===== src/rtl/rv_pkg.sv =====
// Shared RV32I definitions: opcode constants, instruction classes, encoder states.
package rv_pkg;

  localparam logic [6:0] OP_R      = 7'b0110011;
  localparam logic [6:0] OP_IMM    = 7'b0010011;
  localparam logic [6:0] OP_LOAD   = 7'b0000011;
  localparam logic [6:0] OP_STORE  = 7'b0100011;
  localparam logic [6:0] OP_BRANCH = 7'b1100011;

  // Values 5..7 are not members and are treated as illegal classes.
  typedef enum logic [2:0] {
    CLS_R      = 3'd0,
    CLS_I      = 3'd1,
    CLS_LOAD   = 3'd2,
    CLS_STORE  = 3'd3,
    CLS_BRANCH = 3'd4
  } inst_class_e;

  typedef enum logic [1:0] {
    ST_IDLE = 2'd0,
    ST_LOAD = 2'd1,
    ST_FULL = 2'd2
  } enc_state_e;

endpackage


===== src/rtl/rv_inst_pack.sv =====
// Combinational RV32I packer: class + decoded fields in, 32-bit word and illegal flag out.
module rv_inst_pack
  import rv_pkg::*;
(
  input  logic [2:0]  i_class,
  input  logic [2:0]  i_funct3,
  input  logic        i_alt,
  input  logic [4:0]  i_rd,
  input  logic [4:0]  i_rs1,
  input  logic [4:0]  i_rs2,
  input  logic [12:0] i_imm,
  output logic [31:0] o_word,
  output logic        o_illegal
);

  // Assemble the instruction word for the selected class.
  always_comb begin
    o_word    = 32'h0000_0000;
    o_illegal = 1'b0;
    case (inst_class_e'(i_class))
      CLS_R: begin
        o_word = {(i_alt ? 7'b0100000 : 7'b0000000), i_rs2, i_rs1, i_funct3, i_rd, OP_R};
      end
      CLS_I: begin
        // Shift-immediates carry funct7 in imm[11:5]; only the SRAI bit is user controlled.
        if ((i_funct3 == 3'b001) || (i_funct3 == 3'b101)) begin
          o_word = {1'b0, i_alt, 5'b00000, i_imm[4:0], i_rs1, i_funct3, i_rd, OP_IMM};
        end else begin
          o_word = {i_imm[11:0], i_rs1, i_funct3, i_rd, OP_IMM};
        end
      end
      CLS_LOAD: begin
        o_word = {i_imm[11:0], i_rs1, i_funct3, i_rd, OP_LOAD};
      end
      CLS_STORE: begin
        o_word = {i_imm[11:5], i_rs2, i_rs1, i_funct3, i_imm[4:0], OP_STORE};
      end
      CLS_BRANCH: begin
        // Branch offsets are halfword aligned, so imm[0] never reaches the word.
        o_word = {i_imm[12], i_imm[10:5], i_rs2, i_rs1, i_funct3, i_imm[4:1], i_imm[11], OP_BRANCH};
      end
      default: begin
        o_illegal = 1'b1;
      end
    endcase
  end

endmodule


===== src/rtl/rv_inst_encoder.sv =====
// Streaming RV32I encoder / instruction-memory loader with a single output register.
module rv_inst_encoder
  import rv_pkg::*;
#(
  parameter int ADDR_W    = 10,
  parameter int BASE_ADDR = 0
) (
  input  logic              clk,
  input  logic              rst,
  input  logic              start,
  input  logic              stop,
  input  logic              in_valid,
  output logic              in_ready,
  input  logic [2:0]        in_class,
  input  logic [2:0]        in_funct3,
  input  logic              in_alt,
  input  logic [4:0]        in_rd,
  input  logic [4:0]        in_rs1,
  input  logic [4:0]        in_rs2,
  input  logic [12:0]       in_imm,
  output logic              out_valid,
  input  logic              out_ready,
  output logic [ADDR_W-1:0] out_addr,
  output logic [31:0]       out_data,
  output logic [ADDR_W:0]   count,
  output logic              full,
  output logic              err
);

  localparam logic [ADDR_W-1:0] BASE_PTR = ADDR_W'(BASE_ADDR);
  localparam logic [ADDR_W-1:0] LAST_PTR = {ADDR_W{1'b1}};
  localparam logic [ADDR_W-1:0] PTR_ONE  = {{(ADDR_W-1){1'b0}}, 1'b1};
  localparam logic [ADDR_W:0]   CNT_ONE  = {{ADDR_W{1'b0}}, 1'b1};

  enc_state_e        r_state;
  logic [ADDR_W-1:0] r_ptr;
  logic [ADDR_W:0]   r_count;
  logic              r_out_valid;
  logic [ADDR_W-1:0] r_out_addr;
  logic [31:0]       r_out_data;
  logic              r_err;

  logic [31:0] w_word;
  logic        w_illegal;
  logic        w_in_ready;
  logic        w_accept;

  rv_inst_pack u_pack (
    .i_class   (in_class),
    .i_funct3  (in_funct3),
    .i_alt     (in_alt),
    .i_rd      (in_rd),
    .i_rs1     (in_rs1),
    .i_rs2     (in_rs2),
    .i_imm     (in_imm),
    .o_word    (w_word),
    .o_illegal (w_illegal)
  );

  // The output register refills in the same cycle it drains; a start cycle never accepts.
  assign w_in_ready = (r_state == ST_LOAD) && (!r_out_valid || out_ready);
  assign w_accept   = in_valid && w_in_ready && !start;

  assign in_ready  = w_in_ready;
  assign out_valid = r_out_valid;
  assign out_addr  = r_out_addr;
  assign out_data  = r_out_data;
  assign count     = r_count;
  assign full      = (r_state == ST_FULL);
  assign err       = r_err;

  // Session FSM, address pointer, word counter and output register.
  always_ff @(posedge clk or posedge rst) begin
    if (rst) begin
      r_state     <= ST_IDLE;
      r_ptr       <= BASE_PTR;
      r_count     <= {(ADDR_W+1){1'b0}};
      r_out_valid <= 1'b0;
      r_out_addr  <= {ADDR_W{1'b0}};
      r_out_data  <= 32'h0000_0000;
      r_err       <= 1'b0;
    end else if (start) begin
      r_state     <= ST_LOAD;
      r_ptr       <= BASE_PTR;
      r_count     <= {(ADDR_W+1){1'b0}};
      r_out_valid <= 1'b0;
      r_err       <= 1'b0;
    end else begin
      if (r_out_valid && out_ready) begin
        r_out_valid <= 1'b0;
      end
      case (r_state)
        ST_LOAD: begin
          if (w_accept) begin
            if (w_illegal) begin
              r_err <= 1'b1;
            end else begin
              r_out_valid <= 1'b1;
              r_out_data  <= w_word;
              r_out_addr  <= r_ptr;
              r_count     <= r_count + CNT_ONE;
              // The last address parks the loader instead of wrapping onto word 0.
              if (r_ptr == LAST_PTR) begin
                r_state <= ST_FULL;
              end else begin
                r_ptr <= r_ptr + PTR_ONE;
              end
            end
          end
          if (stop) begin
            r_state <= ST_IDLE;
          end
        end
        ST_IDLE: begin
          r_state <= ST_IDLE;
        end
        ST_FULL: begin
          r_state <= ST_FULL;
        end
        default: begin
          r_state <= ST_IDLE;
        end
      endcase
    end
  end

endmodule


===== config.mk =====
export PLATFORM = sky130hd
export DESIGN_NAME = rv_inst_encoder
export DESIGN_NICKNAME = d
export VERILOG_FILES = /design/src/rtl/rv_pkg.sv /design/src/rtl/rv_inst_pack.sv /design/src/rtl/rv_inst_encoder.sv
export SDC_FILE = /design/constraint.sdc
export NUM_CORES = 1
export LEC_CHECK = 0
export BUFFER_PORTS_ARGS = -buffer_cell sky130_fd_sc_hd__buf_2
export CELL_PAD_IN_SITES_DETAIL_PLACEMENT = 1
export CELL_PAD_IN_SITES_GLOBAL_PLACEMENT = 1
export CORE_ASPECT_RATIO = 1.5
export CORE_MARGIN = 5
export CORE_UTILIZATION = 44
export DETAILED_ROUTE_END_ITERATION = 7
export PLACE_DENSITY_LB_ADDON = 0.1
export SYNTH_ARGS = -nofsm -noshare
export SYNTH_HDL_FRONTEND = slang
export SYNTH_HIERARCHICAL = 1
export SYNTH_SLANG_ARGS = --single-unit

===== constraint.sdc =====
create_clock -name clk -period 4.8 [get_ports clk]
set_input_delay 0.72 -clock clk [delete_from_list [all_inputs] [get_ports clk]]
set_output_delay 0.72 -clock clk [all_outputs]
set_load 0.01 [all_outputs]

==> implementation parameters, run 1 <==
Parameter                              Value

Drt
  Number of nets still failing antenna checks after routing    0
  First DRT Iteration DRCs    90
  Total number of vias    roughly 2.9k
  DR WL/cell    17.8 µm
  DRT Wirelength    roughly 9.3 mm
  Via density per instance    5.54
  DRC errors left    0
  Detailed-routing iteration count for the pre-antenna-repair pass    4

Worst setup path
  Critical-path cell list    buf_2 > o21ai_4 > inv_2 > and3b_1 > nand2_4 > nor2_4 > buf_4 > mux2_2
  Critical path depth in cells    8
  CP delay by family, top    simple AND/OR/NAND/NOR gates
  Kind of start point of the critical path    primary input
  FF-to-FF path depth    7
  Kind of critical path    primary input to flip-flop
  Endpoint class of the critical path    flip-flop
  Crit path from    in_class[0]
  Cell type of the slowest stage on the worst timing path    sky130_fd_sc_hd__nor2_4
  Critical Path AT    3.40 ns
  Crit-path max cell delay    0.68 ns
  Worst-path fanout max    29
  Critical path required time    5.01 ns
  R2r startpoint    r_state[1]
  WP buf/inv    3

Power and ir drop
  Maximum vdd ir drop    0.000288 V
  Power per Cell Area    roughly 380 nW/µm²
  Leakage    approximately 2.1 nW

Clock tree
  Clock Pin Slew Worst Setup and Hold Paths    approximately 0.060 ns
  Buffers inserted during post-CTS setup optimization    0
  # H-tree levels    3
  Cell chosen for the clock root    sky130_fd_sc_hd__clkbuf_16
  Clock tree from TritonCTS    yes
  Number of buffers on the longest clock path    2
  Worst skew pair latency    ~0.33 ns
  Hold buffer count at CTS    0
  Number of sinks on the clock net    67
  Total of cells resized after clock tree synthesis    0
  Number of buffers created by CTS    9

GRT
  Global-route total usage across every layer    approximately a fifth
  Overall overflow remaining after global route    0
  Via count of the first global-routing pass    slightly above 3k
  Initial antenna violation count    0
  Global-route wire length before repair    about 15 mm
  Maximum number of pins on one net before global-route repair    just under 70

Yosys
  Post-synthesis instance area    3550 µm²
  Number of synthesized flops with an enable pin    0
  Combinational family with the most area after synthesis    multiplexers
  Register area share after synthesis    between 40% and 50%
  Total number of yosys warnings    6
  Area fraction in compound gates after synthesis    about an eighth
  Most used DFF post-synth    sky130_fd_sc_hd__dfrtp_1
  Post-synth cell types    a little under 60
  Multiplexer share of the synthesized area    ~17%
  Proportion of register bits with asynchronous set or reset after synthesis    100%
  Synth Area in Adders    under 10%
  Simple-gate share of the synthesized area    between 10% and 20%
  Post-Synth XOR/XNOR Area    1.48%
  Mean cell area of the mapped netlist    around 11 µm²
  Number of register bits inferred by synthesis    67
  Post-Synthesis Cells    321

Place
  Port Buf Inserts    97
  HPWL after DPL    approximately 6.7 mm
  Placed cell count    slightly above 500
  Worst slack at placement    around 1.3 ns
  Post-detailed-placement cell area    about 4000 µm²
  Final weighted congestion in routability-driven placement    approximately 0.80

STA
  Setup-failing EPs final    0
  Unrepaired setup endpoints after global routing    no
  Rel. slew slack    between 40% and 50%
  Final count of hold timing violations    0
  Setup total negative slack    0 ns
  Final slew viol count    0
  Post-route clock period utilization    between 60% and 70%
  Worst-Margin Slew    slightly below 0.9 ns
  Post-route minimum period    3.19 ns
  Maximum achievable frequency    between 0.3 and 0.4 GHz
  Final setup skew    ~0.004 ns
  Worst path setup slack after routing    approximately 1.6 ns

Worst hold path
  Critical hold path startpoint    out_data[27]
  Min-Delay Path Depth    1
  Class of the tightest hold or removal check    flip-flop to flip-flop

Die
  Area of the die    ~10000 µm²
  Horizontal extent of the die    around 83 µm
  Die height    120 µm
  Core Footprint    between 7000 and 8000 µm²
  Number of ports placed on the die boundary    98
  Starting utilization of the core area    between 40 and 50%
  FP Rows    40

Finish
  Layout overhead on the synthesized area    22.2%
  Layout Cell Area excl Fill    ~4300 µm²
  N_diodes    0
  Share of cells above drive strength 1    roughly two fifths
  Number of cells in the finished layout apart from fillers    roughly 520
  Final #Nets    456
  Share of the core filled with cells    between 50% and 60%

Run
  Maximum capacitance violations    0

Outcome
  Run status    finished clean
## cells by family after synthesis
kind of cell,after synthesis
compound gates,62
flops,67
xor+xnor,6
buf+inv,33
mux,53
fa+ha+maj,4
other cells,1
simple gates,95
## power breakdown
part / switching [W] / internal (W)
Combinational: 0.000164 / 0.000146
Clock: 0.000244 / 0.000399
Sequential: 0.0000425 / 0.000640
Total: 0.000450 / 0.00119
## Yosys cell counts, drive strengths merged (3+ instances only)
library cell | instances | area [µm²]
o21ai | 3 | 26.3
and2 | 10 | 62.6
nand2 | 17 | 71.3
ha | 4 | 50.1
xnor2 | 3 | 26.3
mux2 | 46 | 518
a22oi | 5 | 37.5
buf | 20 | 140
dfrtp | 67 | 1680
and3 | 4 | 25.0
xor2 | 3 | 26.3
a21oi | 21 | 105
nor2 | 16 | 70.1
mux2i | 7 | 70.1
o22ai | 5 | 31.3
nor2b | 16 | 100
nand3 | 7 | 35.0
inv | 11 | 41.3
nand4 | 6 | 37.5
a22o | 4 | 35.0
a31oi | 5 | 31.3
o31ai | 4 | 30.0
or4 | 3 | 22.5
## cell usage in the layout (no fill, tap or decap), drive strengths merged, types with 4 or more instances in the layout
master,synthesis,final
a21oi,21,21
a22o,4,4
a22oi,5,5
a31oi,5,5
and2,10,10
and3,4,4
buf,20,100
clkbuf,2,9
clkinv,0,4
dfrtp,67,67
ha,4,4
inv,11,11
mux2,46,46
mux2i,7,7
nand2,17,17
nand3,7,7
nand4,6,6
nor2,16,16
nor2b,16,16
o22ai,5,5
o31ai,4,4
## final cells by class
class	instances	area (µm²)
fillers	903	3620
multi-input cells	222	1690
flip-flops and latches	67	1680
repair buffers	100	508
clock buffers	9	225
well taps	105	131
clock inverters	7	68.8
inverters	11	41.3
## through the flow
step | power (W) | hold WS [ns]
after floorplan | 0.000872 | 0.479
after global placement | 0.000994 | 0.473
after detailed placement | 0.00101 | 0.477
final | 0.00164 | 0.487
after CTS | 0.00166 | 0.490
after global routing | 0.00172 | 0.513
## state kept, by name, summed over array words and instances, names as in the netlist
signal     flops
r_state        2
r_ptr         10
err            1
out_valid      1
out_data      32
out_addr      10
count         11
## final timing paths
| kind | to | slack [ns] |
|---|---|---|
| worst max register to register | out_data[3] | 2.07 |
| max in group asynchronous | out_data[3] | 3.59 |
| worst min register to register | out_data[27] | 0.49 |
| worst max-delay path | out_data[3] | 1.61 |
| min in group asynchronous | out_data[25] | 0.63 |
| worst min-delay path | out_data[27] | 0.49 |
## per-layer routing
layer  global-route usage, %  part of all wire, %
met1                    22.4                   40
met2                    33.2                   53
met3                    4.40                  4.6
met4                    9.00                  2.9
met5                       0                    0
(Power assumes the default switching activity.)
==> inputs of run 2 (changes only) <==
CORE_UTILIZATION = 37   (was 44)
clock period = 2.8 ns   (was 4.8 ns; I/O delays follow)
==> run 2 against run 1 <==
  * Global-route usage shrank 2.7 points
  * Via count fell by 1.0%
  * Hold slack worse by 0.15 ns
  * Final cell count up 1.9%
  * Power grew 67%
  * Cell area increased by 0.55%
  * Combinational power is 70% higher
  * Utilization decreased by 7.7 points
  * Non-clock buffer count rose by 3
  * Flip-flop and latch count is the same
  * Critical path depth fell by 1
==> implementation parameters, run 2 (same netlist as run 1, synthesis figures left out) <==
Parameter                              Value

Drt
  DRT Wirelength    9.35 mm (+1.0%)
  Total number of vias    2855 (-1.0%)
  Number of nets still failing antenna checks after routing    0 (unchanged)
  DRC errors left    0 (unchanged)
  Detailed-routing iteration count for the pre-antenna-repair pass    4 (unchanged)
  DR WL/cell    17.6 µm (-0.88%)
  First DRT Iteration DRCs    85 (-5.6%)
  Via density per instance    5.38 (-2.9%)

Finish
  N_diodes    0 (unchanged)
  Multi-input gate area in the final layout    1690 µm² (unchanged)
  Layout overhead on the synthesized area    22.9%
  Commonest non-fill, non-tap cell in the layout    sky130_fd_sc_hd__buf_2
  Share of cells above drive strength 1    39.9% (-0.29 points)
  Most used cells in the layout excluding fill and tap cells    sky130_fd_sc_hd__buf_2, sky130_fd_sc_hd__dfrtp_1, sky130_fd_sc_hd__mux2_2
  Final #Nets    459 (+0.66%)
  Largest register FFs    32 (unchanged)
  Area of all sequential standard cells    1680 µm² (unchanged)
  Number of filler cells placed in the layout    1094 (+21%)

STA
  Setup-failing EPs final    0 (unchanged)
  Worst-Margin Slew    0.848 ns (-0.0199 ns)
  Hold slack    0.334 ns (-0.153 ns)
  Final slew viol count    0 (unchanged)
  Post-route minimum period    roughly 2.1 ns
  Final setup skew    0.00591 ns (+0.00189 ns)
  Maximum achievable frequency    around 0.47 GHz
  Rel. slew slack    43.5% (+1.3 points)
  Post-route clock period utilization    approximately three quarters
  Unrepaired setup endpoints after global routing    no
  Setup total negative slack    0 ns (unchanged)
  Final count of hold timing violations    0 (unchanged)

GRT
  Global-route wire length before repair    15.4 mm (+0.72%)
  Global-route total usage across every layer    16.5% (-2.7 points)
  Via count of the first global-routing pass    3048 (+0.066%)
  Initial antenna violation count    0 (unchanged)
  Overall overflow remaining after global route    0 (unchanged)
  Most utilized layer in the global route result    met2
  Maximum number of pins on one net before global-route repair    68 (unchanged)
  Met2 layer usage reported by global route    31.2% (-2.0 points)
  GR met3 Demand/Resource    4.61% (+0.22 points)
  Met1 capacity usage during global routing    17.7% (-4.7 points)

Worst setup path
  Kind of critical path    flip-flop to flip-flop
  Critical Path AT    2.33 ns (-1.07 ns)
  Endpoint class of the critical path    flip-flop
  FF-to-FF path depth    7 (unchanged)
  Worst-path fanout max    42 (+45%)
  Critical path depth in cells    7 (-1)
  Crit-path max cell delay    0.40 ns (-0.28 ns)
  Cell type of the slowest stage on the worst timing path    sky130_fd_sc_hd__dfrtp_1
  WP buf/inv    2 (-1)
  Kind of start point of the critical path    flip-flop
  CP delay by family, top    simple AND/OR/NAND/NOR gates
  Critical-path cell list    inv_1 > ha_1 > and3b_1 > nand2_4 > nor2_4 > buf_12 > mux2_2
  Critical path required time    3.01 ns (-2.00 ns)

Run
  Maximum capacitance violations    0 (unchanged)

Clock tree
  Clock Pin Slew Worst Setup and Hold Paths    0.05 ns (about the same)
  Clock tree from TritonCTS    yes
  # H-tree levels    3 (unchanged)
  Cell chosen for the clock root    sky130_fd_sc_hd__clkbuf_16
  Number of buffers created by CTS    9 (unchanged)
  Number of sinks on the clock net    67 (unchanged)
  Worst skew pair latency    0.33 ns (about the same)
  Buffers inserted during post-CTS setup optimization    0 (unchanged)
  Number of buffers on the longest clock path    2 (unchanged)
  Hold buffer count at CTS    0 (unchanged)
  Total of cells resized after clock tree synthesis    0 (unchanged)

Die
  Horizontal extent of the die    90.0 µm (+8.0%)
  FP Rows    43 (+7.5%)
  Core Footprint    9310 µm² (+17%)
  Starting utilization of the core area    38.1% (-6.5 points)
  Number of ports placed on the die boundary    98 (unchanged)
  Area of the die    11700 µm² (+17%)
  Die height    130 µm (+8.3%)

Power and ir drop
  Leakage    2.13 nW (+0.61%)
  Maximum vdd ir drop    0.000293 V (+1.8%)
  Power per Cell Area    625 nW/µm² (+66%)
  Overall power    0.00273 W (+67%)

Outcome
  Run status    finished clean

Place
  Port Buf Inserts    97 (unchanged)
  Final weighted congestion in routability-driven placement    0.789 (-1.2%)
  HPWL after DPL    6.93 mm (+4.1%)

Worst hold path
  Class of the tightest hold or removal check    primary input to async pin
-- run 2: area by class of cell --
type                       instances  area share (%)
clock buffer                      14            6.05
clock inverter                     2           0.229
inverter                          11           0.947
multi-input combinational        222            38.7
sequential                        67            38.4
tap                              112            3.21
timing repair buffer             103            12.4
-- run 2: per-stage QoR --
stage,setup WS (ns),cells,instance area (µm²),util [%]
final,0.675,531,4360,46.9
after global placement,0.438,515,4090,43.9
after global routing,0.537,531,4360,46.9
after floorplan,0.697,322,3550,-
after detailed placement,0.380,515,4090,43.9
after CTS,0.671,531,4360,46.9
-- run 2: path summary, 6_finish.rpt --
check	startpoint	slack (ns)	end
min in group clk	in_valid	0.40	err
max	r_state[1]	0.67	out_data[12]
max reg2reg	r_state[1]	0.67	out_data[12]
min	rst	0.33	out_data[8]
min reg2reg	out_data[26]	0.48	out_data[26]
max in group asynchronous	rst	1.91	count[0]
-- run 2: worst reg2reg max path, cell delays in order (launching register included) --
cell and delay [ns]:
sky130_fd_sc_hd__dfrtp_1 0.40, sky130_fd_sc_hd__inv_1 0.06, sky130_fd_sc_hd__ha_1 0.24, sky130_fd_sc_hd__and3b_1 0.35, sky130_fd_sc_hd__nand2_4 0.17, sky130_fd_sc_hd__nor2_4 0.15, sky130_fd_sc_hd__buf_12 0.25, sky130_fd_sc_hd__mux2_2 0.39
-- run 2: power breakdown --
group / switching (W) / total, W / internal [W]
Sequential: 0.0000690 / 0.00117 / 0.00110
Clock: 0.000387 / 0.00103 / 0.000645
Combinational: 0.000273 / 0.000527 / 0.000254
-- run 2: per-layer routing --
layer / vias to the layer above / part of all wire [%] / wire (µm)
met5: - / 0 / 0
met4: 0 / 0.95 / 89
met3: 8 / 4.8 / 450
met2: 73 / 55 / 5160
met1: 1432 / 39 / 3640
li1: 1342 / - / -
==> inputs of run 3 (changes only) <==
clock period = 1.8 ns   (was 2.8 ns; I/O delays follow)
==> run 3 against run 2 <==
  * Non-clock buffer count is 21 higher
  * Register-to-register slack got worse by 0.60 ns
  * Power up 69%
  * Critical path type unchanged
  * Largest power group is now the clock network
==> implementation parameters, run 3 (same netlist as run 1, synthesis figures left out) <==
Parameter                              Value

Clock tree
  Clock Pin Slew Worst Setup and Hold Paths    0.06 ns (about the same)
  Cell chosen for the clock root    sky130_fd_sc_hd__clkbuf_16
  Number of buffers created by CTS    9 (unchanged)
  Number of buffers on the longest clock path    2 (unchanged)
  # H-tree levels    3 (unchanged)
  Number of sinks on the clock net    67 (unchanged)
  Worst skew pair latency    0.33 ns (about the same)
  Clock tree from TritonCTS    yes

Finish
  Number of filler cells placed in the layout    1052 (-3.8%)
  Final #Nets    480 (+4.6%)
  N_diodes    0 (unchanged)
  Most used cells in the layout excluding fill and tap cells    sky130_fd_sc_hd__buf_2, sky130_fd_sc_hd__dfrtp_1, sky130_fd_sc_hd__mux2_2
  Commonest non-fill, non-tap cell in the layout    sky130_fd_sc_hd__buf_2
  Share of cells above drive strength 1    46.1% (+6.3 points)
  Largest register FFs    32 (unchanged)
  Layout overhead on the synthesized area    32.5%
  Share of the core filled with cells    50.5% (+3.7 points)

Drt
  Via density per instance    5.37 (-0.13%)
  Total number of vias    2964 (+3.8%)
  DR WL/cell    18.0 µm (+2.1%)
  DRC errors left    0 (unchanged)
  Number of nets still failing antenna checks after routing    0 (unchanged)
  First DRT Iteration DRCs    107 (+26%)
  Detailed-routing iteration count for the pre-antenna-repair pass    4 (unchanged)
  DRT Wirelength    9.92 mm (+6.2%)

Worst setup path
  CP delay by family, top    simple AND/OR/NAND/NOR gates
  Critical path required time    2.01 ns (-1.00 ns)
  R2R Setup Slk    0.07 ns (-0.60 ns)
  Crit-path max cell delay    0.39 ns (about the same)
  Kind of critical path    flip-flop to flip-flop
  Kind of start point of the critical path    flip-flop
  WP buf/inv    2 (unchanged)
  Worst-path fanout max    6 (-86%)
  Critical Path AT    1.94 ns (-0.39 ns)
  Endpoint class of the critical path    flip-flop
  Critical-path cell list    inv_2 > ha_4 > and3b_2 > nand2_4 > buf_12 > nor4_4 > mux2_4
  Cell type of the slowest stage on the worst timing path    sky130_fd_sc_hd__dfrtp_1

STA
  Hold slack    0.281 ns (-0.0530 ns)
  Post-route clock period utilization    95.9% (+20 points)
  Maximum achievable frequency    0.579 GHz (+23%)
  Final count of hold timing violations    0 (unchanged)
  Unrepaired setup endpoints after global routing    no
  Final slew viol count    0 (unchanged)
  Setup-failing EPs final    0 (unchanged)
  Worst path setup slack after routing    0.0744 ns (-0.600 ns)
  Final setup skew    0.00580 ns (-0.000110 ns)
  Post-route minimum period    1.73 ns (-0.400 ns)

GRT
  Via count of the first global-routing pass    3222 (+5.7%)
  Global-route wire length before repair    16.4 mm (+6.2%)
  Global-route total usage across every layer    17.4% (+0.91 points)
  Overall overflow remaining after global route    0 (unchanged)
  Initial antenna violation count    0 (unchanged)
  Maximum number of pins on one net before global-route repair    54 (-21%)

Die
  Core Footprint    9310 µm² (unchanged)
  Die height    130 µm (unchanged)
  FP Rows    43 (unchanged)
  Starting utilization of the core area    38.1% (unchanged)
  Horizontal extent of the die    90.0 µm (unchanged)
  Area of the die    11700 µm² (unchanged)
  Number of ports placed on the die boundary    98 (unchanged)

Place
  Port Buf Inserts    97 (unchanged)
  Final weighted congestion in routability-driven placement    0.763 (-3.3%)
  Worst slack at placement    -0.0736 ns (-0.454 ns)
  HPWL after DPL    7.41 mm (+6.9%)

Run
  Maximum capacitance violations    0 (unchanged)

Power and ir drop
  Power per Cell Area    980 nW/µm² (+57%)
  Maximum vdd ir drop    0.000566 V (+93%)
  Leakage    2.28 nW (+6.8%)
  Overall power    0.00461 W (+69%)

Outcome
  Run status    finished clean

Worst hold path
  Class of the tightest hold or removal check    primary input to flip-flop
## run 3: worst register-to-register path, cell delays in order (launching register included)
cell and delay (ns):
sky130_fd_sc_hd__dfrtp_1 0.39, sky130_fd_sc_hd__inv_2 0.07, sky130_fd_sc_hd__ha_4 0.12, sky130_fd_sc_hd__and3b_2 0.21
sky130_fd_sc_hd__nand2_4 0.09, sky130_fd_sc_hd__buf_12 0.15, sky130_fd_sc_hd__nor4_4 0.25, sky130_fd_sc_hd__mux2_4 0.33
## run 3: what timing repair did
item                       4_1_cts  5_1_grt
setup endpoints to repair        3       55
gates cloned                     0        1
buffers inserted                 0        1
hold buffers                     1        0
hold endpoints to repair        14        0
gates resized for setup          3       12
pin swaps                        0        3
## run 3: final timing paths
kind / cells after the start / from / endpoint
max: 7 / r_state[1] / r_ptr[8]
min: 3 / in_rs1[2] / out_data[17]
max reg2reg: 7 / r_state[1] / r_ptr[8]
min reg2reg: 1 / out_data[27] / out_data[27]
max in group asynchronous: 4 / rst / out_data[5]
min in group asynchronous: 3 / rst / out_data[25]
## run 3: area by class of cell
cell class / instances / area, µm² / share of cell area, %
Clock buffer: 12 / 256 / 5.46
Inverter: 11 / 45.0 / 0.958
Timing Repair Buffer: 124 / 758 / 16.1
Multi-Input combinational cell: 222 / 1750 / 37.3
Clock inverter: 4 / 72.6 / 1.54
Sequential cell: 67 / 1680 / 35.7
Tap cell: 112 / 140 / 2.98
## run 3: power breakdown
part | internal, W | switching, W | total (W)
Clock | 0.00129 | 0.000626 | 0.00191
Combinational | 0.000442 | 0.000451 | 0.000893
Sequential | 0.00171 | 0.0000985 | 0.00181
## run 3: per-stage QoR
stage          area (µm²)  TNS, ns  instances
3_3_place_gp         4270   -0.161        533
3_5_place_dp         4270    -1.39        533
4_1_cts              4620        0        550
2_1_floorplan        3580    -5.51        322
5_1_grt              4700        0        552
6_report             4700        0        552
## run 3: per-layer routing
layer | track usage (%) | share of wire (%) | wire length, µm
met4 | 5.78 | 1.3 | 130
met2 | 33.1 | 57 | 5670
met5 | 0 | 0 | 0
met1 | 18.8 | 38 | 3780
met3 | 4.09 | 3.4 | 342
